**src/rtl/ex_mem_pipe_pkg.sv**
```systemverilog
// Shared defines for the EX/MEM register stage and the pipeline stall controller.
package ex_mem_pipe_pkg;

  localparam logic RstEnable    = 1'b1;
  localparam logic WriteEnable  = 1'b1;
  localparam logic WriteDisable = 1'b0;
  localparam logic Stop         = 1'b1;
  localparam logic NoStop       = 1'b0;

  localparam logic [31:0] ZeroWord = 32'h0000_0000;

  typedef logic [31:0] RegBus;
  typedef logic [63:0] DoubleRegBus;
  typedef logic [4:0]  RegAddrBus;

  // Bit order of the stall vector: 0=PC, 1=IF, 2=ID, 3=EX, 4=MEM, 5=WB
  localparam logic [5:0] STALL_NONE = 6'b000000;
  localparam logic [5:0] STALL_ID   = 6'b000111;
  localparam logic [5:0] STALL_EX   = 6'b001111;

endpackage

```
**src/rtl/ex_mem_pipe_stall_ctrl.sv**
```systemverilog
// Combinational stall vector generator; an EX request outranks an ID request.
module stall_ctrl
  import ex_mem_pipe_pkg::*;
(
  input  logic       rst,
  input  logic       stallreq_id,
  input  logic       stallreq_ex,
  output logic [5:0] stall
);

  always_comb begin
    stall = STALL_NONE;
    if (rst == RstEnable)
      stall = STALL_NONE;
    else if (stallreq_ex == Stop)
      stall = STALL_EX;
    else if (stallreq_id == Stop)
      stall = STALL_ID;
  end

endmodule

```
**src/rtl/ex_mem_pipe.sv**
```systemverilog
// EX/MEM pipeline register with MADD/MSUB accumulator feedback and stall control.
// Optional cycle counters are enabled by defining EX_MEM_PERF_EN.
module ex_mem_pipe
  import ex_mem_pipe_pkg::*;
#(
  parameter int DW = 32,
  parameter int AW = 5
) (
  input  logic            clk,
  input  logic            rst,
  input  logic            stallreq_id,
  input  logic            stallreq_ex,
  output logic [5:0]      stall,
  input  logic [AW-1:0]   ex_wd,
  input  logic            ex_wreg,
  input  logic [DW-1:0]   ex_wdata,
  input  logic [DW-1:0]   ex_hi,
  input  logic [DW-1:0]   ex_lo,
  input  logic            ex_whilo,
  input  logic [2*DW-1:0] ex_hilo_temp,
  input  logic [1:0]      ex_cnt,
  output logic [AW-1:0]   mem_wd,
  output logic            mem_wreg,
  output logic [DW-1:0]   mem_wdata,
  output logic [DW-1:0]   mem_hi,
  output logic [DW-1:0]   mem_lo,
  output logic            mem_whilo,
  output logic [2*DW-1:0] hilo_temp_fb,
`ifdef EX_MEM_PERF_EN
  output logic [31:0]     perf_bubbles,
  output logic [31:0]     perf_ex_stalls,
`endif
  output logic [1:0]      cnt_fb
);

  logic ex_stalled;
  logic mem_stalled;
  logic bubble;

  stall_ctrl u_stall_ctrl (
    .rst         (rst),
    .stallreq_id (stallreq_id),
    .stallreq_ex (stallreq_ex),
    .stall       (stall)
  );

  assign ex_stalled  = stall[3];
  assign mem_stalled = stall[4];
  assign bubble      = ex_stalled && !mem_stalled;

  // A bubble goes to MEM while EX re-executes; the partial product is kept for
  // its second cycle and cleared as soon as EX advances so nothing leaks.
  always_ff @(posedge clk) begin
    if (rst == RstEnable) begin
      mem_wd       <= '0;
      mem_wreg     <= WriteDisable;
      mem_wdata    <= '0;
      mem_hi       <= '0;
      mem_lo       <= '0;
      mem_whilo    <= WriteDisable;
      hilo_temp_fb <= '0;
      cnt_fb       <= 2'b00;
    end else if (bubble) begin
      mem_wd       <= '0;
      mem_wreg     <= WriteDisable;
      mem_wdata    <= '0;
      mem_hi       <= '0;
      mem_lo       <= '0;
      mem_whilo    <= WriteDisable;
      hilo_temp_fb <= ex_hilo_temp;
      cnt_fb       <= ex_cnt;
    end else if (!ex_stalled) begin
      mem_wd       <= ex_wd;
      mem_wreg     <= ex_wreg;
      mem_wdata    <= ex_wdata;
      mem_hi       <= ex_hi;
      mem_lo       <= ex_lo;
      mem_whilo    <= ex_whilo;
      hilo_temp_fb <= '0;
      cnt_fb       <= 2'b00;
    end
  end

`ifdef EX_MEM_PERF_EN
  always_ff @(posedge clk) begin
    if (rst == RstEnable) begin
      perf_bubbles   <= '0;
      perf_ex_stalls <= '0;
    end else begin
      if (bubble)
        perf_bubbles <= perf_bubbles + 32'd1;
      if (stallreq_ex == Stop)
        perf_ex_stalls <= perf_ex_stalls + 32'd1;
    end
  end
`endif

endmodule
```
**config.mk**
```make
export PLATFORM = sky130hd
export DESIGN_NAME = ex_mem_pipe
export DESIGN_NICKNAME = d
export VERILOG_FILES = /design/src/rtl/ex_mem_pipe_pkg.sv /design/src/rtl/ex_mem_pipe_stall_ctrl.sv /design/src/rtl/ex_mem_pipe.sv
export SDC_FILE = /design/constraint.sdc
export NUM_CORES = 1
export LEC_CHECK = 0
export CAP_MARGIN = 20
export CELL_PAD_IN_SITES_DETAIL_PLACEMENT = 0
export CELL_PAD_IN_SITES_GLOBAL_PLACEMENT = 1
export CORE_MARGIN = 4
export CORE_UTILIZATION = 27
export DETAILED_ROUTE_END_ITERATION = 7
export HOLD_SLACK_MARGIN = 0.15
export PLACE_DENSITY = 0.85
export SYNTH_ARGS = -nofsm -noshare
export SYNTH_HDL_FRONTEND = slang
export SYNTH_SLANG_ARGS = --single-unit
```
**constraint.sdc**
```tcl
create_clock -name clk -period 1.55 [get_ports clk]
set_input_delay 0.3875 -clock clk [delete_from_list [all_inputs] [get_ports clk]]
set_output_delay 0.3875 -clock clk [all_outputs]
set_load 0.02 [all_outputs]
```
==> results of run 1 <==
worst paths after layout:
path                        start         endpoint  depth (start not counted)  slack [ns]
hold / removal                rst       mem_hi[18]                          3        0.37
setup / recovery  hilo_temp_fb[0]  hilo_temp_fb[0]                          1        0.06
where the power goes:
group,switching [mW],leakage [nW],total (mW),internal (mW)
Clock,1.86,0.298,4.33,2.48
Sequential,0.0411,1.39,4.56,4.52
Combinational,0.567,2.78,1.29,0.721
Total,2.46,4.47,10.2,7.71
layout make-up:
| type | count | area, um2 | area share |
|---|---|---|---|
| repair buffers | 352 | 3330 | 0.351 |
| flip-flops and latches | 169 | 3380 | 0.357 |
| clock buffers | 19 | 443 | 0.0467 |
| well taps | 270 | 338 | 0.0356 |
| multi-input cells | 173 | 1830 | 0.193 |
| clock inverters | 13 | 160 | 0.0169 |
cells in the mapped netlist:
| cell type | number | area, um2 |
|---|---|---|
| buf_12 | 1 | 20.0 |
| clkbuf_1 | 6 | 22.5 |
| nor3b_2 | 90 | 1130 |
| nor2b_1 | 1 | 6.26 |
| dfxtp_1 | 169 | 3380 |
| buf_6 | 21 | 236 |
| nor3b_1 | 13 | 97.6 |
| buf_2 | 10 | 50.1 |
| and3b_1 | 66 | 578 |
| o21ba_2 | 1 | 10.0 |
| conb_1 | 1 | 3.75 |
| buf_4 | 5 | 37.5 |
state kept, by name (all words and copies together), names as in the netlist:
| register | count |
|---|---|
| mem_whilo | 1 |
| mem_wd | 5 |
| hilo_temp_fb | 64 |
| cnt_fb | 2 |
| mem_hi | 32 |
| mem_wdata | 32 |
| mem_lo | 32 |
| mem_wreg | 1 |
layout by cell type (no fill, tap or decap), types with 3 or more instances in the layout:
master and count:
clkinv_4 4, and3b_1 66, inv_6 3, buf_12 3, clkbuf_16 17, nor3b_1 13, dfxtp_1 169, nor3b_2 90
dlygate4sd2_1 164, inv_8 3, buf_4 7, clkdlybuf4s15_1 5, clkdlybuf4s50_1 169
per-layer routing:
metal	track usage	wire length [um]	share of wire	vias to the layer above
met5	0	0	0	-
met4	0.0337	114	0.0072	0
met3	0.0818	2270	0.14	8
met2	0.219	7670	0.49	226
met1	0.132	5680	0.36	1859
li1	-	-	-	1955
kinds of logic (layout without fill, tap and decap cells):
| kind of cell | Yosys count | in the layout | share of synthesized area |
|---|---|---|---|
| simple gates | 170 | 170 | 0.324 |
| buf+inv | 43 | 384 | 0.0658 |
| other cells | 1 | 2 | 0.000673 |
| compound gates | 1 | 1 | 0.00180 |
| flops | 169 | 169 | 0.607 |
per-stage QoR:
step | setup WS, ns | power [mW] | hold WS, ns | std cells
after floorplan | 0.0418 | 5.29 | 0.543 | 385
after global placement | -0.419 | 6.08 | 0.794 | 964
after detailed placement | -0.431 | 6.09 | 0.796 | 964
after CTS | 0.00162 | 10.3 | 0.345 | 996
after global routing | 0.00447 | 10.6 | 0.357 | 996
final | 0.0552 | 10.2 | 0.366 | 996
timing repair:
action                     4_1_cts  5_1_grt
setup endpoints to repair      173        8
resized for setup              184       10
buffers inserted                 0        0
gates cloned                     0        0
==> metrics.md, run 1 <==
| Metric | Value |
|---|---|
| Status | `finished clean` |
| Vias in the first global route | `4,019` |
| Effective utilization at floorplan | `0.275` |
| Slew Viols, Final | `0` |
| Relative slew slack | `0.384` |
| Yosys warnings | `0` |
| # port buffers | `345` |
| 1st-pass router iterations | `4` |
| P_leak | `4.47 nW` |
| RSZ-0062 raised after global routing | `no` |
| Iteration-0 DRC Markers | `80` |
| # DRC | `0` |
| Avg WL per Cell | `15.8 um` |
| WP data required | `1.16 ns` |
| Critical path's top delay family | `buffers and inverters` |
| Cells along the critical path | `dlygate4sd2_1` |
| ANT cells | `0` |
| Largest net degree at the start of global routing | `96` |
| Shortest period the worst path allows | `1.49 ns` |
| Worst hold path type | `primary input to flip-flop` |
| Final core occ | `0.469` |
| Routed WL | `15.7 mm` |
| Vias | `4,048` |
| Site Rows | `52` |
| Final #Nets | `886` |
| Routed vias/inst | `4.06` |
| Slowest CP cell | `dlygate4sd2_1` |
| Placeable Area | `0.0202 mm2` |
| Syn avg cell area | `14.5 um2` |
| Pwr dens | `1070 mW/mm2` |
| MaxCap Viol Count | `0` |
| GP Congestion | `0.729` |
| FMAX | `669 MHz` |
| CTS sink count | `169` |
| Total CTS buffers | `17` |
| Filler Cell Count | `1,908` |
| Seq/Total Area, Yosys | `0.607` |
| Fin crit share | `0.964` |
| Antenna violations before repair | `0` |
| Type of the worst setup path | `flip-flop to primary output` |
| Post-synth cell types | `12` |
| Setup-failing EPs final | `0` |
| Final HPWL DP | `11.6 mm` |
| Chip width | `152 um` |
| Gr usage total | `0.129` |
| Reg clk slew, reported paths | `0.07 ns` |
| Die height | `152 um` |
| # hold bufs at CTS | `0` |
| I/O pin cnt | `348` |
| Nature of the critical path startpoint | `flip-flop` |
| Worst vdd ir | `671 uV` |
| CTS tree | `yes` |
| H-tree depth | `4` |
| Critical Path Sink Type | `primary output` |
| Final Hold Fails | `0` |
| Data arrival time of the critical path | `1.11 ns` |
| Clock Tree Root | `clkbuf_16` |
| Layout cell share with drive strength beyond 1 | `0.186` |
| Synth Cell Area | `0.00557 mm2` |
| CP peak stage delay | `0.35 ns` |
| Wire length of the first global-routing pass | `22.3 mm` |
| Crit-path max FO | `1` |
| Worst Path Buf+Inv | `1` |
| Final ANT Viol Nets | `0` |
| Area post-placement | `0.00909 mm2` |
| Synth Instances | `384` |
| Grt total ovfl | `0` |
| Setup TNS | `0 ns` |
| Post-route cell area | `0.00949 mm2` |
| DIE AREA | `0.0230 mm2` |
| Worst-Margin Slew | `0.924 ns` |
| Bufs on Longest Clock Path | `2` |
| Seq cells post-synth | `169` |
| Syn-to-layout area delta | `70.3%` |
No activity file was read; power rests on OpenSTA's default activity.
==> inputs of run 2 (changes only) <==
--- a/config.mk
+++ b/config.mk
@@ -9,10 +9,11 @@
 export CELL_PAD_IN_SITES_DETAIL_PLACEMENT = 0
 export CELL_PAD_IN_SITES_GLOBAL_PLACEMENT = 1
 export CORE_MARGIN = 4
-export CORE_UTILIZATION = 27
+export CORE_UTILIZATION = 28
+export CTS_BUF_LIST = sky130_fd_sc_hd__clkbuf_2 sky130_fd_sc_hd__clkbuf_4 sky130_fd_sc_hd__clkbuf_8
 export DETAILED_ROUTE_END_ITERATION = 7
 export HOLD_SLACK_MARGIN = 0.15
-export PLACE_DENSITY = 0.85
+export PLACE_DENSITY = 0.87
 export SYNTH_ARGS = -nofsm -noshare
 export SYNTH_HDL_FRONTEND = slang
 export SYNTH_SLANG_ARGS = --single-unit
==> metrics.md, run 2 (synthesis gave the netlist of run 1 again) <==
| Metric | Value |
|---|---|
| Worst Setup EP | `stall[2]` |
| MaxCap Viol Count | `0` |
| Routed WL | `15.5 mm` |
| Routed vias/inst | `4.08` |
| FMAX | `660 MHz` |
| Filler Cell Count | `1,824` |
| Final HPWL DP | `11.6 mm` |
| Largest net degree at the start of global routing | `88` |
| I/O pin cnt | `348` |
| Die height | `149 um` |
| Setup-failing EPs final | `0` |
| Worst vdd ir | `472 uV` |
| Status | `finished clean` |
| Effective utilization at floorplan | `0.285` |
| Gr usage total | `0.135` |
| Largest register FFs | `64` |
| Type of the worst setup path | `primary input to primary output` |
| Placeable Area | `0.0195 mm2` |
| Hold Path Stages | `3` |
| P_leak | `4.12 nW` |
| Layout cell share with drive strength beyond 1 | `0.204` |
| Grt total ovfl | `0` |
| Antenna violations before repair | `0` |
| CTS sink count | `169` |
| DIE AREA | `0.0222 mm2` |
| Fin cells | `995` |
| Final #Nets | `891` |
| # hold bufs at CTS | `0` |
| # DRC | `0` |
| Pwr dens | `956 mW/mm2` |
| Slew Viols, Final | `0` |
| ANT cells | `0` |
| WP data required | `1.16 ns` |
| Most frequent cells in the layout | `dfxtp_1 (169), clkdlybuf4s50_1 (169), nor3b_2 (90), clkdlybuf4s15_1 (84), dlygate4sd2_1 (77)` |
| Avg WL per Cell | `15.6 um` |
| Syn-to-layout area delta | `68.2%` |
| Shortest period the worst path allows | `1.52 ns` |
| Reg clk slew, reported paths | `0.09 ns` |
| Site Rows | `51` |
| # port buffers | `345` |
| H-tree depth | `4` |
| 1st-pass router iterations | `4` |
| Fin crit share | `0.978` |
| Vias | `4,063` |
| GP Congestion | `0.765` |
| Clock Tree Root | `clkbuf_8` |
| Vias in the first global route | `4,224` |
| Setup TNS | `0 ns` |
| Total CTS buffers | `17` |
| Reg with most FFs | `hilo_temp_fb` |
| Wire length of the first global-routing pass | `23.1 mm` |
| Bufs on Longest Clock Path | `2` |
| Data arrival time of the critical path | `1.13 ns` |
| Nature of the critical path startpoint | `primary input` |
| Crit-path max FO | `3` |
| RSZ-0062 raised after global routing | `no` |
| Critical Path Start | `stallreq_id` |
| Iteration-0 DRC Markers | `80` |
| Critical Path Sink Type | `primary output` |
| Post-CTS Setup Inserts | `0` |
| Worst hold path type | `primary input to flip-flop` |
| Hold path startpoint | `rst` |
| Chip width | `149 um` |
| Final Hold Fails | `0` |
| CTS tree | `yes` |
| Final ANT Viol Nets | `0` |
| Dpl cells | `964` |
==> run 2: cell count changes in the layout (fill, tap and decap cells not counted), moves of 2 or more <==
| cell | previous run | this run |
|---|---|---|
| clkdlybuf4s15_1 | 5 | 84 |
| clkbuf_16 | 17 | 0 |
| clkbuf_8 | 1 | 17 |
| clkbuf_2 | 1 | 10 |
| inv_8 | 3 | 0 |
| buf_4 | 7 | 10 |
| clkinvlp_4 | 0 | 3 |
| clkinv_4 | 4 | 2 |
| clkdlybuf4s15_2 | 0 | 2 |
| dlygate4sd2_1 | 164 | 77 |
==> run 2: what timing repair did <==
item                       in CTS  in global routing
gates cloned                    0                  0
resized for setup             190                 97
setup endpoints to repair     173                 91
==> run 2: cell type report <==
class                   instances  area, um2  share of cell area
clock buffers                  18        241              0.0258
clock inverters                13        145              0.0155
multi-input cells             173       1830               0.195
flip-flops and latches        169       3380               0.361
well taps                     265        332              0.0354
repair buffers                357       3440               0.367
==> run 2: stage by stage <==
step / worst slack (ns) / instance area, um2 / power, mW / hold slack, ns / util
4_1_cts: 0.000335 / 9310 / 9.10 / 0.165 / 0.477
6_report: 0.0349 / 9370 / 8.96 / 0.210 / 0.480
3_3_place_gp: -0.464 / 9120 / 6.09 / 0.659 / 0.467
3_5_place_dp: -0.467 / 9120 / 6.10 / 0.659 / 0.467
5_1_grt: 0.0000839 / 9370 / 9.42 / 0.166 / 0.480
2_1_floorplan: 0.0418 / 5580 / 5.29 / 0.543 / -
==> run 2: how the worst min path moves through the flow <==
stage / to / slack, ns
after CTS: mem_wd[0] / 0.17
after floorplan: cnt_fb[1] / 0.54
final: mem_wd[0] / 0.21
after global routing: mem_wd[0] / 0.17
after detailed placement: mem_wd[0] / 0.66
after global placement: mem_wd[0] / 0.66
==> run 2: per-layer routing <==
metal	GRT usage	wire length (um)	vias up
met4	0.0485	271	0
met2	0.230	7530	235
met5	0	0	-
li1	-	-	1959
met3	0.0732	2060	16
met1	0.141	5650	1853
==> run 2: report_power, final <==
part | switching [mW] | leakage [nW] | internal [mW] | total, mW
Sequential | 0.0414 | 1.39 | 4.51 | 4.55
Clock | 1.63 | 0.190 | 1.46 | 3.09
Combinational | 0.570 | 2.54 | 0.741 | 1.31
==> run 2: worst max-delay path, stage by stage <==
cell and delay [ns]:
dlygate4sd2_1 0.25, o21ba_4 0.20, clkdlybuf4s15_1 0.28
==> inputs of run 3 (changes only) <==
--- a/config.mk
+++ b/config.mk
@@ -5,15 +5,17 @@
 export SDC_FILE = /design/constraint.sdc
 export NUM_CORES = 1
 export LEC_CHECK = 0
+export ABC_AREA = 1
 export CAP_MARGIN = 20
 export CELL_PAD_IN_SITES_DETAIL_PLACEMENT = 0
 export CELL_PAD_IN_SITES_GLOBAL_PLACEMENT = 1
-export CORE_MARGIN = 4
-export CORE_UTILIZATION = 28
+export CORE_AREA = 4 4 134 136
 export CTS_BUF_LIST = sky130_fd_sc_hd__clkbuf_2 sky130_fd_sc_hd__clkbuf_4 sky130_fd_sc_hd__clkbuf_8
 export DETAILED_ROUTE_END_ITERATION = 7
+export DIE_AREA = 0 0 138 140
+export DONT_BUFFER_PORTS = 1
 export HOLD_SLACK_MARGIN = 0.15
-export PLACE_DENSITY = 0.87
+export PLACE_DENSITY = 0.62
 export SYNTH_ARGS = -nofsm -noshare
 export SYNTH_HDL_FRONTEND = slang
 export SYNTH_SLANG_ARGS = --single-unit
==> metrics.md, run 3 <==
| Metric | Value |
|---|---|
| Status | `did not finish` |
| Fail Step | `4_1_cts` |
| First error | `[ERROR RSZ-0060] Max buffer count reached.` |
| Async S/R FF share, synth | `0` |
| I/O pin cnt | `348` |
| Ranking of synthesized cells by area | `dfxtp_1 (70%), inv_1 (13%), nor2_1 (13%)` |
| Most common cell in the netlist | `inv_1` |
| Synth Cell Area | `0.00483 mm2` |
| Post-CTS Setup Inserts | `0` |
| XOR/XNOR share of the synthesized area | `0` |
| Post-Synth Simple-Gate Area | `0.135` |
| Synth Instances | `538` |
| Area post-placement | `0.00505 mm2` |
| H-tree depth | `4` |
| Post-Synth Adder-Cell Area | `0` |
| Final HPWL DP | `9.46 mm` |
| GP Congestion | `0.814` |
| # hold bufs at CTS | `156` |
| Synth Area in Compound Gates | `0` |
| Total CTS buffers | `17` |
| Number of flops mapped to enable cells by yosys | `0` |
| Syn avg cell area | `8.97 um2` |
| Post-synth top cells | `inv_1 (170), dfxtp_1 (169), nor2_1 (169)` |
| Yosys top cell by area | `dfxtp_1` |
| Yosys warnings | `0` |
| Top_reg_cell synth | `dfxtp_1` |
| Top-area cell type share of the netlist area | `0.701` |
| # port buffers | `0` |
| Die height | `140 um` |
| Chip width | `138 um` |
| Largest family of logic cells by synthesized area | `buffers and inverters` |
| Seq/Total Area, Yosys | `0.701` |
| Effective utilization at floorplan | `0.285` |
| Post-synth cell types | `9` |
| CTS sink count | `169` |
| Seq cells post-synth | `169` |
| Mux cell area share after synthesis | `0` |
| Bufs on Longest Clock Path | `2` |
| Clock Tree Root | `clkbuf_8` |
| Site Rows | `48` |
| Resize count post-CTS | `0` |
| Dpl cells | `747` |
run 3: cell families after synthesis:
kind of cell	Yosys count
other	1
and+or+nand+nor	173
DFF	169
buffers and inverters	195
run 3: through the flow:
| step | hold WS, ns | worst slack [ns] |
|---|---|---|
| 3_5_place_dp | 0.503 | 0.209 |
| 3_3_place_gp | 0.501 | 0.230 |
| 2_1_floorplan | 0.500 | 0.0746 |
==> inputs of run 4 (changes only) <==
==> config.mk (replaced) <==
export PLATFORM = sky130hd
export DESIGN_NAME = ex_mem_pipe
export DESIGN_NICKNAME = d
export VERILOG_FILES = /design/src/rtl/ex_mem_pipe_pkg.sv /design/src/rtl/ex_mem_pipe_stall_ctrl.sv /design/src/rtl/ex_mem_pipe.sv
export SDC_FILE = /design/constraint.sdc
export NUM_CORES = 1
export LEC_CHECK = 0
export ABC_AREA = 1
export CAP_MARGIN = 20
export CORE_AREA = 4 4 133 135
export DETAILED_ROUTE_END_ITERATION = 7
export DIE_AREA = 0 0 137 139
export DONT_BUFFER_PORTS = 1
export PLACE_DENSITY_LB_ADDON = 0.15
export SYNTH_ARGS = -nofsm -noshare
export SYNTH_HDL_FRONTEND = slang
export SYNTH_SLANG_ARGS = --single-unit
==> metrics.md, run 4 <==
| Metric | Value |
|---|---|
| Seq cells post-synth | `169` |
| Post-synth cell types | `9` |
| Most frequent cells in the layout | `inv_1 (170), nor2_1 (169), dfxtp_1 (169), clkbuf_16 (17), buf_4 (10)` |
| Area post-placement | `0.00511 mm2` |
| DIE AREA | `0.0190 mm2` |
| Post-CTS Setup Inserts | `0` |
| Async S/R FF share, synth | `0` |
| Top-area cell type share of the netlist area | `0.701` |
| Final Hold Fails | `0` |
| Die height | `139 um` |
| ANT cells | `0` |
| Post-synth top cells | `inv_1 (170), dfxtp_1 (169), nor2_1 (169)` |
| Ranking of synthesized cells by area | `dfxtp_1 (70%), inv_1 (13%), nor2_1 (13%)` |
| Yosys top cell by area | `dfxtp_1` |
| Critical Path Stages | `0` |
| Reg with most FFs | `hilo_temp_fb` |
| I/O pin cnt | `348` |
| Site Rows | `47` |
| Iteration-0 DRC Markers | `68` |
| Worst hold path type | `primary input to flip-flop` |
| Mux cell area share after synthesis | `0` |
| Reg clk slew, reported paths | `0.06 ns` |
| Critical Path Start | `mem_hi[14]` |
| 1st-pass router iterations | `4` |
| Placeable Area | `0.0165 mm2` |
| Antenna violations before repair | `0` |
| Number of flops mapped to enable cells by yosys | `0` |
| Vias in the first global route | `3,124` |
| Setup TNS | `0 ns` |
| Avg WL per Cell | `15.6 um` |
| Shortest period the worst path allows | `1.27 ns` |
| Filler Cell Count | `1,714` |
| MaxCap Viol Count | `0` |
| Post-route cell area | `0.00569 mm2` |
| Crit-path max FO | `1` |
| Synth Area in Compound Gates | `0` |
| Setup-failing EPs final | `0` |
| Total CTS buffers | `17` |
| Syn-to-layout area delta | `18.0%` |
| Top_reg_cell synth | `dfxtp_1` |
| WP data required | `1.16 ns` |
| Largest register FFs | `64` |
| Final ANT Viol Nets | `0` |
| Bufs on Longest Clock Path | `2` |
| Setup ws final | `0.285 ns` |
| RSZ-0062 raised after global routing | `no` |
| Slew Viols, Final | `0` |
| Critical Path Sink Type | `primary output` |
| Final #Nets | `721` |
| Largest family of logic cells by synthesized area | `buffers and inverters` |
| Yosys warnings | `0` |
| Routed vias/inst | `3.78` |
| GP Congestion | `0.843` |
| Routed WL | `12.2 mm` |
| Pwr dens | `1630 mW/mm2` |
| Grt total ovfl | `0` |
| Commonest non-fill, non-tap cell in the layout | `inv_1` |
| # DRC | `0` |
| Final core occ | `0.346` |
| Post-Synth Adder-Cell Area | `0` |
| Data arrival time of the critical path | `0.88 ns` |
| Status | `finished clean` |
| H-tree depth | `4` |
| CTS sink count | `169` |
| # port buffers | `0` |
| Worst vdd ir | `692 uV` |
| Most common cell in the netlist | `inv_1` |
| Type of the worst setup path | `flip-flop to primary output` |
| # hold bufs at CTS | `0` |
| P_leak | `3.03 nW` |
| CTS tree | `yes` |
| Synth Cell Area | `0.00483 mm2` |
| Wire length of the first global-routing pass | `17.3 mm` |
| Clock Tree Root | `clkbuf_16` |
| Chip width | `137 um` |
| Gr usage total | `0.122` |
| Worst Setup EP | `mem_hi[14]` |
| Seq/Total Area, Yosys | `0.701` |
| Syn avg cell area | `8.97 um2` |
| Vias | `2,953` |
| Nature of the critical path startpoint | `flip-flop` |
| Post-placement setup slack | `0.318 ns` |
| Synth Instances | `538` |
| Effective utilization at floorplan | `0.293` |
| Fin crit share | `0.816` |
| Largest net degree at the start of global routing | `56` |
| Layout cell share with drive strength beyond 1 | `0.0856` |
| FMAX | `790 MHz` |
| Resize count post-CTS | `0` |
| XOR/XNOR share of the synthesized area | `0` |
| Final HPWL DP | `9.67 mm` |
| Post-Synth Simple-Gate Area | `0.135` |
## run 4: cell counts after synthesis
Identical to the previous run, type by type.
## run 4: cell type report
type | instances | area [um2] | area share
sequential | 169 | 3380 | 0.594
multi-input combinational | 175 | 669 | 0.118
clock buffer | 20 | 447 | 0.0784
timing repair buffer | 13 | 135 | 0.0237
clock inverter | 12 | 139 | 0.0244
inverter | 172 | 646 | 0.113
tap | 220 | 275 | 0.0483
## run 4: routing by layer
layer / share of wire / GRT usage / routed length, um
met1: 0.33 / 0.109 / 4080
met2: 0.51 / 0.217 / 6220
met3: 0.13 / 0.0737 / 1630
met4: 0.021 / 0.0551 / 253
met5: 0 / 0 / 0
## run 4: where the power goes
group	leakage [nW]	switching [mW]	internal, mW
logic	1.37	0.192	0.109
registers	1.39	0.304	4.52
clock network	0.274	1.70	2.44
total	3.03	2.20	7.07
## run 4: cells by family (layout without fill, tap and decap cells)
logic type | count (synthesis) | in the layout
and+or+nand+nor | 173 | 173
buffers and inverters | 195 | 217
DFF | 169 | 169
other | 1 | 2
## run 4: worst min path at each step
stage                           from                to  slack, ns  cells past startpoint
floorplan                  ex_cnt[0]         cnt_fb[0]       0.50                      2
global placement     ex_hilo_temp[3]   hilo_temp_fb[3]       0.50                      2
detailed placement         ex_lo[14]        mem_lo[14]       0.50                      2
CTS                 ex_hilo_temp[27]  hilo_temp_fb[27]       0.05                      2
global route                ex_hi[3]         mem_hi[3]       0.05                      2
finish              ex_hilo_temp[27]  hilo_temp_fb[27]       0.08                      2
## run 4: stage by stage
step	power [mW]	instances	hold slack (ns)
after floorplan	5.12	539	0.500
after global placement	5.23	749	0.501
after detailed placement	5.24	749	0.502
after CTS	9.43	781	0.0501
after global routing	9.69	781	0.0478
final	9.27	781	0.0784
